### config.mk
export PLATFORM = sky130hd
export DESIGN_NAME = xbar_id_tracker
export DESIGN_NICKNAME = d
export VERILOG_FILES = /design/src/rtl/xbar_id_tracker_pkg.sv /design/src/rtl/xbar_id_tracker_entry.sv /design/src/rtl/xbar_id_tracker.sv
export SDC_FILE = /design/constraint.sdc
export NUM_CORES = 1
export LEC_CHECK = 0
export BUFFER_PORTS_ARGS = -buffer_cell sky130_fd_sc_hd__clkbuf_2
export CAP_MARGIN = 20
export CORE_ASPECT_RATIO = 0.7
export CORE_MARGIN = 4
export CORE_UTILIZATION = 61
export DETAILED_ROUTE_END_ITERATION = 10
export PLACE_DENSITY = 0.82
export SLEW_MARGIN = 20
export SYNTH_ARGS = -nofsm -noshare
export SYNTH_HDL_FRONTEND = slang
export SYNTH_SLANG_ARGS = --single-unit
export TNS_END_PERCENT = 30
### constraint.sdc
create_clock -name ACLK -period 4.6 [get_ports ACLK]
set_input_delay 0.23 -clock ACLK [delete_from_list [all_inputs] [get_ports ACLK]]
set_output_delay 0.23 -clock ACLK [all_outputs]
set_load 0.02 [all_outputs]
### src/rtl/xbar_id_tracker_pkg.sv
// xbar_pkg: shared definitions for the crossbar ID tracker.
//   clog2_min1  : max(1, $clog2(n)), keeps every field at least one bit wide
//   DEF_*       : default ID-table geometry
//   id_entry_t  : one ID-table entry at the default geometry
package xbar_pkg;

  function automatic int unsigned clog2_min1(input int unsigned n);
    return ($clog2(n) < 1) ? 1 : $clog2(n);
  endfunction

  localparam int unsigned DEF_ID_WIDTH  = 4;
  localparam int unsigned DEF_ID_DEPTH  = 1 << DEF_ID_WIDTH;
  localparam int unsigned DEF_SLAVES    = 2;
  localparam int unsigned DEF_MAX_OUTST = 4;
  localparam int unsigned DEF_CNT_W     = clog2_min1(DEF_MAX_OUTST + 1);
  localparam int unsigned DEF_DEST_W    = clog2_min1(DEF_SLAVES);

  typedef struct packed {
    logic [DEF_CNT_W-1:0]  count;
    logic [DEF_DEST_W-1:0] dest;
  } id_entry_t;

endpackage

### src/rtl/xbar_id_tracker_entry.sv
// xbar_id_tracker_entry: in-flight counter and destination for one AXI ID.
//   clk, rst_n : clock, asynchronous active-low reset
//   inc        : one transaction accepted on this ID (already qualified)
//   dec        : one transaction completed on this ID (already qualified)
//   new_dest   : destination slave recorded on inc
//   count/dest : current in-flight count and its destination slave
//   full       : count has reached MAX_OUTST
//   busy       : count is non-zero
module xbar_id_tracker_entry #(
  parameter int unsigned CNT_W     = 3,
  parameter int unsigned DEST_W    = 1,
  parameter int unsigned MAX_OUTST = 4
) (
  input  logic              clk,
  input  logic              rst_n,
  input  logic              inc,
  input  logic              dec,
  input  logic [DEST_W-1:0] new_dest,
  output logic [CNT_W-1:0]  count,
  output logic [DEST_W-1:0] dest,
  output logic              full,
  output logic              busy
);

  localparam logic [CNT_W-1:0] MAX_C = CNT_W'(MAX_OUTST);

  logic [CNT_W-1:0]  count_q, count_d;
  logic [DEST_W-1:0] dest_q, dest_d;

  // inc and dec together leave the count alone but still retarget dest
  always_comb begin
    count_d = count_q;
    dest_d  = dest_q;
    unique case ({inc, dec})
      2'b10:   count_d = count_q + CNT_W'(1);
      2'b01:   count_d = count_q - CNT_W'(1);
      default: count_d = count_q;
    endcase
    if (inc) dest_d = new_dest;
  end

  always_ff @(posedge clk or negedge rst_n) begin
    if (!rst_n) begin
      count_q <= '0;
      dest_q  <= '0;
    end else begin
      count_q <= count_d;
      dest_q  <= dest_d;
    end
  end

  assign count = count_q;
  assign dest  = dest_q;
  assign full  = (count_q == MAX_C);
  assign busy  = (count_q != '0);

endmodule

### src/rtl/xbar_id_tracker.sv
// xbar_id_tracker: per-master outstanding-transaction tracker for one
// address channel. Allows up to MAX_OUTST in-flight per ID, all to one slave,
// and at most MAX_TOTAL in flight overall.
//   ACLK, ARESETn          : clock, asynchronous active-low reset
//   req_valid/id/dest      : candidate at the address FIFO head
//   req_block              : candidate may not be forwarded this cycle
//   req_accept             : candidate forwarded this cycle
//   rsp_done/rsp_id        : completion of a transaction on rsp_id
//   total_outst            : in-flight count across all IDs
//   id_busy                : per-ID non-zero count
//   proto_err              : sticky accept-while-blocked / orphan completion
module xbar_id_tracker
  import xbar_pkg::*;
#(
  parameter int unsigned ID_WIDTH  = 4,
  parameter int unsigned SLAVES    = 2,
  parameter int unsigned MAX_OUTST = 4,
  parameter int unsigned MAX_TOTAL = 8
) (
  input  logic                                ACLK,
  input  logic                                ARESETn,
  input  logic                                req_valid,
  input  logic [ID_WIDTH-1:0]                 req_id,
  input  logic [clog2_min1(SLAVES)-1:0]       req_dest,
  output logic                                req_block,
  input  logic                                req_accept,
  input  logic                                rsp_done,
  input  logic [ID_WIDTH-1:0]                 rsp_id,
  output logic [clog2_min1(MAX_TOTAL+1)-1:0]  total_outst,
  output logic [(1<<ID_WIDTH)-1:0]            id_busy,
  output logic                                proto_err
);

  localparam int unsigned DEPTH = 1 << ID_WIDTH;
  localparam int unsigned CW    = clog2_min1(MAX_OUTST + 1);
  localparam int unsigned DW    = clog2_min1(SLAVES);
  localparam int unsigned TW    = clog2_min1(MAX_TOTAL + 1);
  localparam logic [TW-1:0] MAX_T = TW'(MAX_TOTAL);

  logic [CW-1:0]    cnt_w  [DEPTH];
  logic [DW-1:0]    dest_w [DEPTH];
  logic [DEPTH-1:0] full_w, busy_w;
  logic [DEPTH-1:0] inc_sel, dec_sel;

  logic             accept, done_ok;
  logic [TW-1:0]    total_q, total_d;
  logic             perr_q;

  assign req_block = req_valid &
                     (full_w[req_id] |
                      (busy_w[req_id] & (dest_w[req_id] != req_dest)) |
                      (total_q == MAX_T));

  assign accept  = req_accept & ~req_block;
  assign done_ok = rsp_done & busy_w[rsp_id];

  always_comb begin
    inc_sel = '0;
    dec_sel = '0;
    for (int unsigned i = 0; i < DEPTH; i++) begin
      inc_sel[i] = accept  && (req_id == ID_WIDTH'(i));
      dec_sel[i] = done_ok && (rsp_id == ID_WIDTH'(i));
    end
  end

  for (genvar g = 0; g < DEPTH; g++) begin : g_entry
    xbar_id_tracker_entry #(
      .CNT_W    (CW),
      .DEST_W   (DW),
      .MAX_OUTST(MAX_OUTST)
    ) u_entry (
      .clk     (ACLK),
      .rst_n   (ARESETn),
      .inc     (inc_sel[g]),
      .dec     (dec_sel[g]),
      .new_dest(req_dest),
      .count   (cnt_w[g]),
      .dest    (dest_w[g]),
      .full    (full_w[g]),
      .busy    (busy_w[g])
    );
  end

  always_comb begin
    total_d = total_q;
    unique case ({accept, done_ok})
      2'b10:   total_d = total_q + TW'(1);
      2'b01:   total_d = total_q - TW'(1);
      default: total_d = total_q;
    endcase
  end

  always_ff @(posedge ACLK or negedge ARESETn) begin
    if (!ARESETn) begin
      total_q <= '0;
      perr_q  <= 1'b0;
    end else begin
      total_q <= total_d;
      if ((req_accept & req_block) | (rsp_done & ~busy_w[rsp_id]))
        perr_q <= 1'b1;
    end
  end

  assign total_outst = total_q;
  assign id_busy     = busy_w;
  assign proto_err   = perr_q;

endmodule

==> flow_metrics.tcl <==
set metrics [dict create \
    final_nets 551 \
    num_rows 26 \
    core_region_area_um2 7480 \
    cts.sinks 69 \
    max_cap_violations 0 \
    grt_pass1_wl_um 18900 \
    hold_buffers 0 \
    cts_setup_buffers 0 \
    clock_latency_ps 340 \
    syn_area_per_cell_um2 9.85 \
    power_mw 3.06 \
    syn-num-nets 538 \
    final_common_cell "inv_1" \
    crit_type "reg -> reg" \
    setup_tns_ps 0 \
    outcome "complete, no violations" \
    ir_drop_uv 354 \
    synth_edf_count 0 \
    path_clk_slew_ps 60 \
    routed_via_density 5.88 \
    hold_viol 0 \
    mostFrequentLayoutCells "84 x inv_1, 69 x dfrtp_1, 34 x nor2_1, 34 x xor2_1, 34 x clkbuf_2" \
    slew_violations 0 \
    worst_pin_slew_ps 885 \
    yosys.area.top_type "dfrtp_1" \
    start_util 0.642 \
    utilization 0.698 \
    wire_per_inst_um 18.7 \
    ys_ff_latch 69 \
    finalCritPeriodShare 0.843 \
    htreeDepth 3 \
    drc 0 \
    dr.pass1.iters 5 \
    antenna_found_initial 0 \
    arrival_ps 4100 \
    grt_max_degree 70 \
    synth_top_family_by_area "simple AND/OR/NAND/NOR gates" \
    gr-total-overflow 0 \
    synthMuxAreaShare 0.111 \
    async_reset_ff_frac 1.00 \
    r2r_slack_ps 720 \
    drt_wl_total_um 11300 \
    num_vias 3554 \
    yosys.area_share.adder 0.120 \
    antenna_left 0 \
    crit_path_end_kind "flop" \
    synth.top_cells.by_area "dfrtp_1 36%, fa_1 7.1%, inv_1 6.6%" \
    die_h_um 82.3 \
    fp.dieArea_um2 9380 \
    p_leak_nw 2.40 \
    path_max_fanout 18 \
    syn_area_um2 4800 \
    dp_hpwl_um 8350 \
    synth_cell_type_count 50 \
    maxSlewHeadroom 0.410 \
    synth_flop_cell "dfrtp_1" \
    antennaDiodeCount 0 \
    drive_above_1_share 0.162 \
    cts_tree "built" \
    max_freq_mhz 258 \
    critical_path_required_ps 4820 \
    grtUsageTotal 0.267 \
    clockBufferDepth 2 \
    rsz0062_at_grt "no" \
    syn_inst 488 \
    setup-violations-final 0 \
    cts-root-buf "clkbuf_16" \
    synth_compound_gate_area_share 0.0818 \
    yosys.area_share.simple 0.122 \
    syn_to_final_growth_pct 8.78 \
    hold_slack_ps 66.4 \
    dr.first_iter.drc_count 371 \
    yosysWarnings 0 \
    fin_crit_ps 3880 \
    gp_congestion 0.941 \
    grt_pass1_vias 3709 \
    die_w_um 114 \
    start_kind "flop" \
    yosysSeqAreaShare 0.359 \
    cts_resized 0 \
    cts_buffers 9 \
    clock_skew_ps 4.18 \
    ios 36 \
    yosys.area.top_type_share 0.359 \
    dp_cells 588 \
    final_cells 604 \
    hp-class "in -> async" \
    port_buffers 35 \
    p_per_area_nw_per_um2 586 \
    synthXorXnorAreaFrac 0.0948 \
]
[registers in the layout, indices dropped and copies added (netlist names)]
name,flops
g_entry.u_entry.count,48
g_entry.u_entry.dest,16
total_outst,4
proto_err,1
[cell usage after synthesis, drive strengths merged (2+ instances only)]
cell type  instances
a311oi             4
xnor2             18
mux4               7
a21oi             17
nand2              9
and2               3
o41ai              2
a22oi              5
inv               84
xor2              34
nand2b             6
nor4b              3
and3               2
or4b               2
nor2              34
nor2b              7
nand3             21
clkbuf            12
fa                17
ha                19
a31oi              6
buf               23
o311a              2
a211oi             2
mux2i             19
nor3              23
o21ai              5
or4                3
dfrtp             69
mux2              16
[metal layers]
metal	track usage	share of wire
met2	0.403	0.45
met5	0	0
met3	0.0845	0.095
met4	0.101	0.020
met1	0.364	0.44
[metrics by stage]
| stage | worst slack [ps] | area [um2] |
|---|---|---|
| finish | 723 | 5230 |
| floorplan | 1250 | 4800 |
| global placement | 612 | 4900 |
| detailed placement | 431 | 4900 |
| global route | 546 | 5230 |
| CTS | 745 | 5230 |
[power by group]
part | total [mW] | internal [mW] | switching (mW) | leakage, nW
registers | 1.13 | 0.876 | 0.258 | 0.823
logic | 1.17 | 0.497 | 0.674 | 1.41
clock network | 0.759 | 0.502 | 0.256 | 0.163
total | 3.06 | 1.87 | 1.19 | 2.40
[kinds of logic (layout without fill, tap and decap cells)]
logic type	Yosys count	count (layout)
AO/OA/AOI/OAI	55	55
buffers and inverters	119	137
multiplexers	42	42
adder cells (fa/ha/maj)	36	36
XOR/XNOR	52	52
flip-flops	69	69
AND/OR/NAND/NOR	115	115
[final cells by class]
| class | count | area (um2) |
|---|---|---|
| multi-input combinational | 300 | 2540 |
| fill | 554 | 2260 |
| sequential | 69 | 1730 |
| inverter | 84 | 315 |
| clock buffer | 12 | 256 |
| timing repair buffer | 37 | 190 |
| tap | 98 | 123 |
| clock inverter | 4 | 70.1 |
[critical path: stages (launching register included)]
cell,delay (ps)
dfrtp_1,390
mux4_2,480
and3_1,200
or4_4,520
o31ai_4,650
a21boi_0,200
inv_1,90
ha_1,200
ha_1,250
a21o_1,180
a21oi_1,220
xnor2_1,170
nor2_1,70
xor2_1,140
[worst paths after layout]
kind	start	endpoint	cells after the start
setup / recovery	g_entry[4].u_entry.dest	total_outst[3]	13
hold reg to reg	proto_err	proto_err	1
min in group ACLK	rsp_done	proto_err	2
hold / removal	ARESETn	g_entry[3].u_entry.count[0]	2
setup reg to reg	g_entry[4].u_entry.dest	total_outst[3]	13
max in group asynchronous	ARESETn	proto_err	2
No activity file was read; power rests on OpenSTA's default activity.
